==> src/rtl/missile_pkg.sv <==
// Shared types, defaults and the free-slot picker for the missile scheduler.
package missile_pkg;

    typedef enum logic [1:0] {
        IDLE     = 2'd0,
        LAUNCH   = 2'd1,
        COOLDOWN = 2'd2
    } ms_state_e;

    localparam int MAX_MISSILES   = 16;
    localparam int DEF_START_ROW  = 460;
    localparam int DEF_STEP       = 2;
    localparam int DEF_COL_OFFSET = 8;
    localparam int POS_W          = 12;

    typedef struct packed {
        logic       found;
        logic [3:0] idx;
    } free_slot_t;

    // Lowest set bit of the free mask; found=0 when no slot is free.
    function automatic free_slot_t lowest_free(input logic [MAX_MISSILES-1:0] mask);
        free_slot_t r;
        r.found = 1'b0;
        r.idx   = '0;
        for (int i = MAX_MISSILES - 1; i >= 0; i--) begin
            if (mask[i]) begin
                r.found = 1'b1;
                r.idx   = 4'(i);
            end
        end
        return r;
    endfunction

endpackage

==> src/rtl/missile_scheduler_motion_tick_gen.sv <==
// Motion tick divider: counts 0..TICK_DIV-1 and pulses o_tick on the last count.
module motion_tick_gen #(
    parameter int TICK_DIV = 500000
) (
    input  logic i_clk,
    input  logic i_rst,
    output logic o_tick
);

    localparam int            CW   = (TICK_DIV > 1) ? $clog2(TICK_DIV) : 1;
    localparam logic [CW-1:0] LAST = CW'(TICK_DIV - 1);
    localparam logic [CW-1:0] ONE  = CW'(1);

    logic [CW-1:0] r_count;
    logic          w_last;

    assign w_last = (r_count == LAST);
    assign o_tick = w_last;

    // Free-running divider, wraps to 0 in the tick cycle.
    always_ff @(posedge i_clk or posedge i_rst) begin
        if (i_rst) begin
            r_count <= '0;
        end else if (w_last) begin
            r_count <= '0;
        end else begin
            r_count <= r_count + ONE;
        end
    end

endmodule

==> src/rtl/missile_scheduler.sv <==
// Player missile slot pool: fire handling, slot allocation, motion and hit release.
// Build option: define MISSILE_AUTOFIRE_EN to treat a held fire button as a
// repeating request (one launch per cooldown); otherwise one launch per press.
//
// state    | meaning
// IDLE     | waiting for a fire request
// LAUNCH   | one cycle: allocate lowest free slot or report a drop
// COOLDOWN | counting motion ticks before the next request is accepted
module missile_scheduler
    import missile_pkg::*;
#(
    parameter int NUM_MISSILES   = 8,
    parameter int TICK_DIV       = 500000,
    parameter int COOLDOWN_TICKS = 4,
    parameter int START_ROW      = DEF_START_ROW,
    parameter int STEP           = DEF_STEP,
    parameter int COL_OFFSET     = DEF_COL_OFFSET
) (
    input  logic                            i_clk,
    input  logic                            i_rst,
    input  logic                            i_fire_btn,
    input  logic [POS_W-1:0]                i_player_col,
    input  logic                            i_hit_valid,
    input  logic [3:0]                      i_hit_idx,
    output logic [NUM_MISSILES-1:0]         o_missile_en,
    output logic [NUM_MISSILES*POS_W-1:0]   o_missile_row,
    output logic [NUM_MISSILES*POS_W-1:0]   o_missile_col,
    output logic                            o_fire_ack,
    output logic                            o_fire_drop,
    output logic                            o_motion_tick
);

    localparam logic [POS_W-1:0] START_ROW_V  = POS_W'(START_ROW);
    localparam logic [POS_W-1:0] STEP_V       = POS_W'(STEP);
    localparam logic [POS_W-1:0] COL_OFFSET_V = POS_W'(COL_OFFSET);
    localparam logic [15:0]      CD_INIT      = 16'(COOLDOWN_TICKS);

    logic                     w_tick;
    logic                     r_fire_prev;
    logic                     w_fire_req;

    ms_state_e                r_state;
    ms_state_e                w_state_nxt;
    logic [15:0]              r_cd_cnt;
    logic                     w_cd_load;
    logic                     w_cd_dec;

    logic [MAX_MISSILES-1:0]  w_free_mask;
    free_slot_t               w_slot;
    logic                     w_launch;
    logic                     w_ack_nxt;
    logic                     w_drop_nxt;
    logic [POS_W-1:0]         w_launch_col;

    logic                     r_fire_ack;
    logic                     r_fire_drop;
    logic [NUM_MISSILES-1:0]  r_en;
    logic [POS_W-1:0]         r_row [NUM_MISSILES];
    logic [POS_W-1:0]         r_col [NUM_MISSILES];

    motion_tick_gen #(
        .TICK_DIV (TICK_DIV)
    ) u_tick (
        .i_clk  (i_clk),
        .i_rst  (i_rst),
        .o_tick (w_tick)
    );

    // Previous-cycle button level for edge detection.
    always_ff @(posedge i_clk or posedge i_rst) begin
        if (i_rst) begin
            r_fire_prev <= 1'b0;
        end else begin
            r_fire_prev <= i_fire_btn;
        end
    end

`ifdef MISSILE_AUTOFIRE_EN
    assign w_fire_req = i_fire_btn;
`else
    assign w_fire_req = i_fire_btn & ~r_fire_prev;
`endif

    // Free slots come from the registered enables only, so a slot released
    // this cycle is not handed out until the next one.
    always_comb begin
        w_free_mask                   = '0;
        w_free_mask[NUM_MISSILES-1:0] = ~r_en;
    end

    assign w_slot       = lowest_free(w_free_mask);
    assign w_launch_col = i_player_col + COL_OFFSET_V;

    // FSM state register.
    always_ff @(posedge i_clk or posedge i_rst) begin
        if (i_rst) begin
            r_state <= IDLE;
        end else begin
            r_state <= w_state_nxt;
        end
    end

    // FSM next state and launch decisions.
    always_comb begin
        w_state_nxt = r_state;
        w_launch    = 1'b0;
        w_ack_nxt   = 1'b0;
        w_drop_nxt  = 1'b0;
        w_cd_load   = 1'b0;
        w_cd_dec    = 1'b0;
        unique case (r_state)
            IDLE: begin
                if (w_fire_req) begin
                    w_state_nxt = LAUNCH;
                end
            end
            LAUNCH: begin
                w_launch    = w_slot.found;
                w_ack_nxt   = w_slot.found;
                w_drop_nxt  = ~w_slot.found;
                w_cd_load   = 1'b1;
                w_state_nxt = COOLDOWN;
            end
            COOLDOWN: begin
                if ((r_cd_cnt == 16'd0) || (w_tick && (r_cd_cnt == 16'd1))) begin
                    w_state_nxt = IDLE;
                end else if (w_tick) begin
                    w_cd_dec = 1'b1;
                end
            end
            default: begin
                w_state_nxt = IDLE;
            end
        endcase
    end

    // Cooldown down-counter, loaded on launch and stepped by motion ticks.
    always_ff @(posedge i_clk or posedge i_rst) begin
        if (i_rst) begin
            r_cd_cnt <= '0;
        end else if (w_cd_load) begin
            r_cd_cnt <= CD_INIT;
        end else if (w_cd_dec) begin
            r_cd_cnt <= r_cd_cnt - 16'd1;
        end
    end

    // Registered launch result pulses, aligned with the new slot enable.
    always_ff @(posedge i_clk or posedge i_rst) begin
        if (i_rst) begin
            r_fire_ack  <= 1'b0;
            r_fire_drop <= 1'b0;
        end else begin
            r_fire_ack  <= w_ack_nxt;
            r_fire_drop <= w_drop_nxt;
        end
    end

    // Slot array: launch beats hit, hit beats motion.
    always_ff @(posedge i_clk or posedge i_rst) begin
        if (i_rst) begin
            r_en <= '0;
            for (int i = 0; i < NUM_MISSILES; i++) begin
                r_row[i] <= '0;
                r_col[i] <= '0;
            end
        end else begin
            for (int i = 0; i < NUM_MISSILES; i++) begin
                if (w_launch && (w_slot.idx == 4'(i))) begin
                    r_en[i]  <= 1'b1;
                    r_row[i] <= START_ROW_V;
                    r_col[i] <= w_launch_col;
                end else if (i_hit_valid && (i_hit_idx == 4'(i))) begin
                    r_en[i]  <= 1'b0;
                    r_row[i] <= '0;
                    r_col[i] <= '0;
                end else if (w_tick && r_en[i]) begin
                    if (r_row[i] < STEP_V) begin
                        r_en[i]  <= 1'b0;
                        r_row[i] <= '0;
                        r_col[i] <= '0;
                    end else begin
                        r_row[i] <= r_row[i] - STEP_V;
                    end
                end
            end
        end
    end

    // Pack per-slot positions for the renderer.
    always_comb begin
        o_missile_row = '0;
        o_missile_col = '0;
        for (int i = 0; i < NUM_MISSILES; i++) begin
            o_missile_row[POS_W*i +: POS_W] = r_row[i];
            o_missile_col[POS_W*i +: POS_W] = r_col[i];
        end
    end

    assign o_missile_en  = r_en;
    assign o_fire_ack    = r_fire_ack;
    assign o_fire_drop   = r_fire_drop;
    assign o_motion_tick = w_tick;

endmodule

==> config.mk <==
export PLATFORM = sky130hd
export DESIGN_NAME = missile_scheduler
export DESIGN_NICKNAME = d
export VERILOG_FILES = /design/src/rtl/missile_pkg.sv /design/src/rtl/missile_scheduler_motion_tick_gen.sv /design/src/rtl/missile_scheduler.sv
export SDC_FILE = /design/constraint.sdc
export NUM_CORES = 1
export LEC_CHECK = 0
export ABC_AREA = 0
export BUFFER_PORTS_ARGS = -buffer_cell sky130_fd_sc_hd__buf_4
export CORE_MARGIN = 3
export CORE_UTILIZATION = 55
export CTS_CLUSTER_SIZE = 25
export DETAILED_ROUTE_END_ITERATION = 7
export PLACE_DENSITY = 0.84
export SLEW_MARGIN = 30
export SYNTH_ARGS = -nofsm -noshare
export SYNTH_HDL_FRONTEND = slang
export SYNTH_HIERARCHICAL = 1
export SYNTH_SLANG_ARGS = --single-unit
==> constraint.sdc <==
create_clock -name i_clk -period 10.1 [get_ports i_clk]
set_input_delay 2.02 -clock i_clk [delete_from_list [all_inputs] [get_ports i_clk]]
set_output_delay 2.02 -clock i_clk [all_outputs]
set_load 0.05 [all_outputs]
==> impl_metrics.json <==
{
  "avgSynthCellArea_um2": 9.78,
  "dpl.hpwl_mm": 22.2,
  "ys_warn_count": 6,
  "ir_drop_mv": 0.253,
  "drive_above_1_share_pct": 22.6,
  "whs_ns": 0.409,
  "r2r_slack_ns": 7.01,
  "die_h_um": 147,
  "start_util_pct": 56.3,
  "via_per_inst": 6.05,
  "setup.worst_path.start": "u_tick/r_count[7]",
  "placed_area_um2": 12800,
  "cts_buffers": 25,
  "ys_ff_latch": 232,
  "synthDistinctLibCells": 73,
  "worstMarginPinSlew_ns": 0.999,
  "grt-ovfl-total": 0,
  "layout.nets": 1362,
  "drt_wl_total_mm": 31.8,
  "drc_errors": 0,
  "rr_worst_depth": 9,
  "vias": 9741,
  "path_max_fanout": 22,
  "multiInputGateArea_um2": 4930,
  "die_area_um2": 21700,
  "pre_cts_ws_ns": 6.05,
  "final_hold_viol_count": 0,
  "seqCellArea_um2": 5810,
  "synth-edff-count": 0,
  "grt_pass1_vias": 9175,
  "wire_per_inst_um": 19.7,
  "critical_path_class": "flop to primary output",
  "cts-root-buf": "clkbuf_16",
  "setup-violations-final": 0,
  "area_growth_pct": 25.0,
  "relSlewSlack_pct": 33.2,
  "stdcell_area_um2": 13700,
  "synth_top_area_share_pct": 52.8,
  "grt_use_total_pct": 28.4,
  "numPortBuffers": 214,
  "netlist_area_um2": 11000,
  "cts_resized": 0,
  "coreArea_um2": 19500,
  "crit_arrival_ns": 2.36,
  "r2r_end": "r_cd_cnt[13]",
  "ys.flop_type": "dfrtp_1",
  "post_cts_buffers": 0,
  "min_period_ns": 4.38,
  "maxCapViolCount": 0,
  "finalWorstSetupSlack_ns": 5.72,
  "postRouteAntennaNets": 0,
  "finalCritPeriodShare_pct": 43.4,
  "die_w_um": 147,
  "clk_pin_slew_worst_paths_ns": 0.06,
  "power_density_nw_per_um2": 310,
  "p_total_uw": 4260,
  "grt_antenna_before_repair": 0,
  "post-synth-top-area-cell": "dfrtp_1",
  "grt_max_degree": 140,
  "hold_buffers": 0,
  "async_flop_share_pct": 100,
  "fin_tns_setup_ns": 0,
  "reg2reg_from": "u_tick/r_count[7]",
  "fill_cells": 1472,
  "leakagePower_uw": 0.00635,
  "grt_pass1_wl_mm": 49.8,
  "diodes": 0,
  "rsz0062_at_grt": "no",
  "slew_violations": 0,
  "postSynthCellCount": 1125,
  "synthTopCellsByArea": "dfrtp_1, nand2_1, xnor2_1, nor2_1, o21ai_0",
  "status": "completed",
  "cp-start-kind": "flop",
  "cts_tree": "yes",
  "clk_latency_ns": 0.53,
  "hp-class": "flop to flop",
  "globalplace.congestion": 0.939,
  "cts_sinks": 232,
  "htreeDepth": 1,
  "required_ns": 8.08,
  "fin_skew_ns": 0.0247,
  "fp-row-count": 51,
  "drt_iter0_markers": 785,
  "max_freq_ghz": 0.228,
  "firstDrtPassIters": 5,
  "endpoint": "o_motion_tick",
  "seq_area_frac_synth_pct": 52.8,
  "io_pins": 223,
  "clock_path_buffers": 3,
  "endpoint_kind": "primary output"
}
==> placed cells by master (no fill, tap or decap), types with 5 or more instances in the layout <==
| cell type | count |
|---|---|
| a211oi_1 | 6 |
| a21oi_1 | 39 |
| and2_1 | 7 |
| and3_1 | 6 |
| buf_4 | 221 |
| clkbuf_16 | 25 |
| clkbuf_8 | 6 |
| conb_1 | 8 |
| dfrtp_1 | 232 |
| ha_1 | 13 |
| inv_1 | 31 |
| mux2i_1 | 8 |
| nand2_1 | 138 |
| nand2b_1 | 13 |
| nand3_1 | 53 |
| nand3b_1 | 5 |
| nand4_1 | 9 |
| nor2_1 | 106 |
| nor2b_1 | 8 |
| nor3_1 | 44 |
| nor4_1 | 22 |
| nor4b_1 | 10 |
| o211ai_1 | 5 |
| o21ai_0 | 72 |
| o22ai_1 | 45 |
| o2bb2ai_1 | 11 |
| o311ai_0 | 8 |
| o31ai_1 | 7 |
| or2_2 | 6 |
| or3_1 | 15 |
| or4_1 | 9 |
| xnor2_1 | 48 |
| xor2_1 | 16 |
==> through the flow <==
stage	cells	util (%)
6_report	1610	70.4
5_1_grt	1610	70.4
4_1_cts	1610	70.2
3_5_place_dp	1567	65.7
3_3_place_gp	1566	65.5
2_1_floorplan	1132	-
==> layout make-up <==
class,instances,area share [%]
clock buffer,33,5.21
clock inverter,10,1.18
inverter,32,0.965
multi-input combinational,816,35.9
sequential,232,42.2
tap,265,2.41
timing repair buffer,222,12.1
==> where the power goes <==
group,switching [µW],internal [µW],total (µW)
combinational,1310,536,1850
clock,372,599,970
sequential,271,1170,1440
total,1950,2300,4260
==> logic make-up after synthesis <==
| group | share of synthesized area, % |
|---|---|
| AO/OA/AOI/OAI | 13.7 |
| XOR/XNOR | 5.49 |
| adder cells (fa/ha/maj) | 1.48 |
| buffers and inverters | 3.33 |
| flip-flops | 52.8 |
| multiplexers | 0.933 |
| other | 0.0341 |
| AND/OR/NAND/NOR | 22.2 |
==> synthesized netlist by cell type, types with 15 or more instances <==
library cell  count
dfrtp_1         232
nand2_1         138
nor2_1          106
o21ai_0          73
nand3_1          54
xnor2_1          50
o22ai_1          45
nor3_1           44
a21oi_1          39
clkbuf_1         34
inv_1            32
nor4_1           23
xor2_1           19
or3_1            15
==> how the worst min path moves through the flow <==
stage	from	end	slack [ns]	depth (start not counted)
finish	r_fire_prev	r_state[0]	0.41	1
floorplan	r_fire_prev	r_state[0]	0.38	1
global placement	r_fire_prev	r_state[0]	0.39	1
detailed placement	r_fire_prev	r_state[0]	0.40	1
CTS	r_fire_prev	r_state[0]	0.41	1
global route	r_fire_prev	r_state[0]	0.42	1
==> layer usage <==
layer	routed length, µm	vias to the layer above	GRT usage (%)
li1	-	4430	-
met1	12700	4809	39.2
met2	15200	434	45.3
met3	2800	68	6.01
met4	1070	0	9.93
met5	0	-	0
==> state kept, by name (all words and copies together) (netlist names) <==
register        flops
r_state             2
o_fire_drop         1
o_missile_col      96
u_tick/r_count     19
o_fire_ack          1
r_cd_cnt           16
o_missile_en        8
r_fire_prev         1
o_missile_row      88
==> worst max-delay path, stage by stage (launching register included) <==
cell and delay [ns]:
dfrtp_1 0.42, nor4b_1 0.30, nand4_1 0.24, nor4_2 0.28, buf_4 0.34, buf_4 0.26
Power figures use the tool's default switching activity.
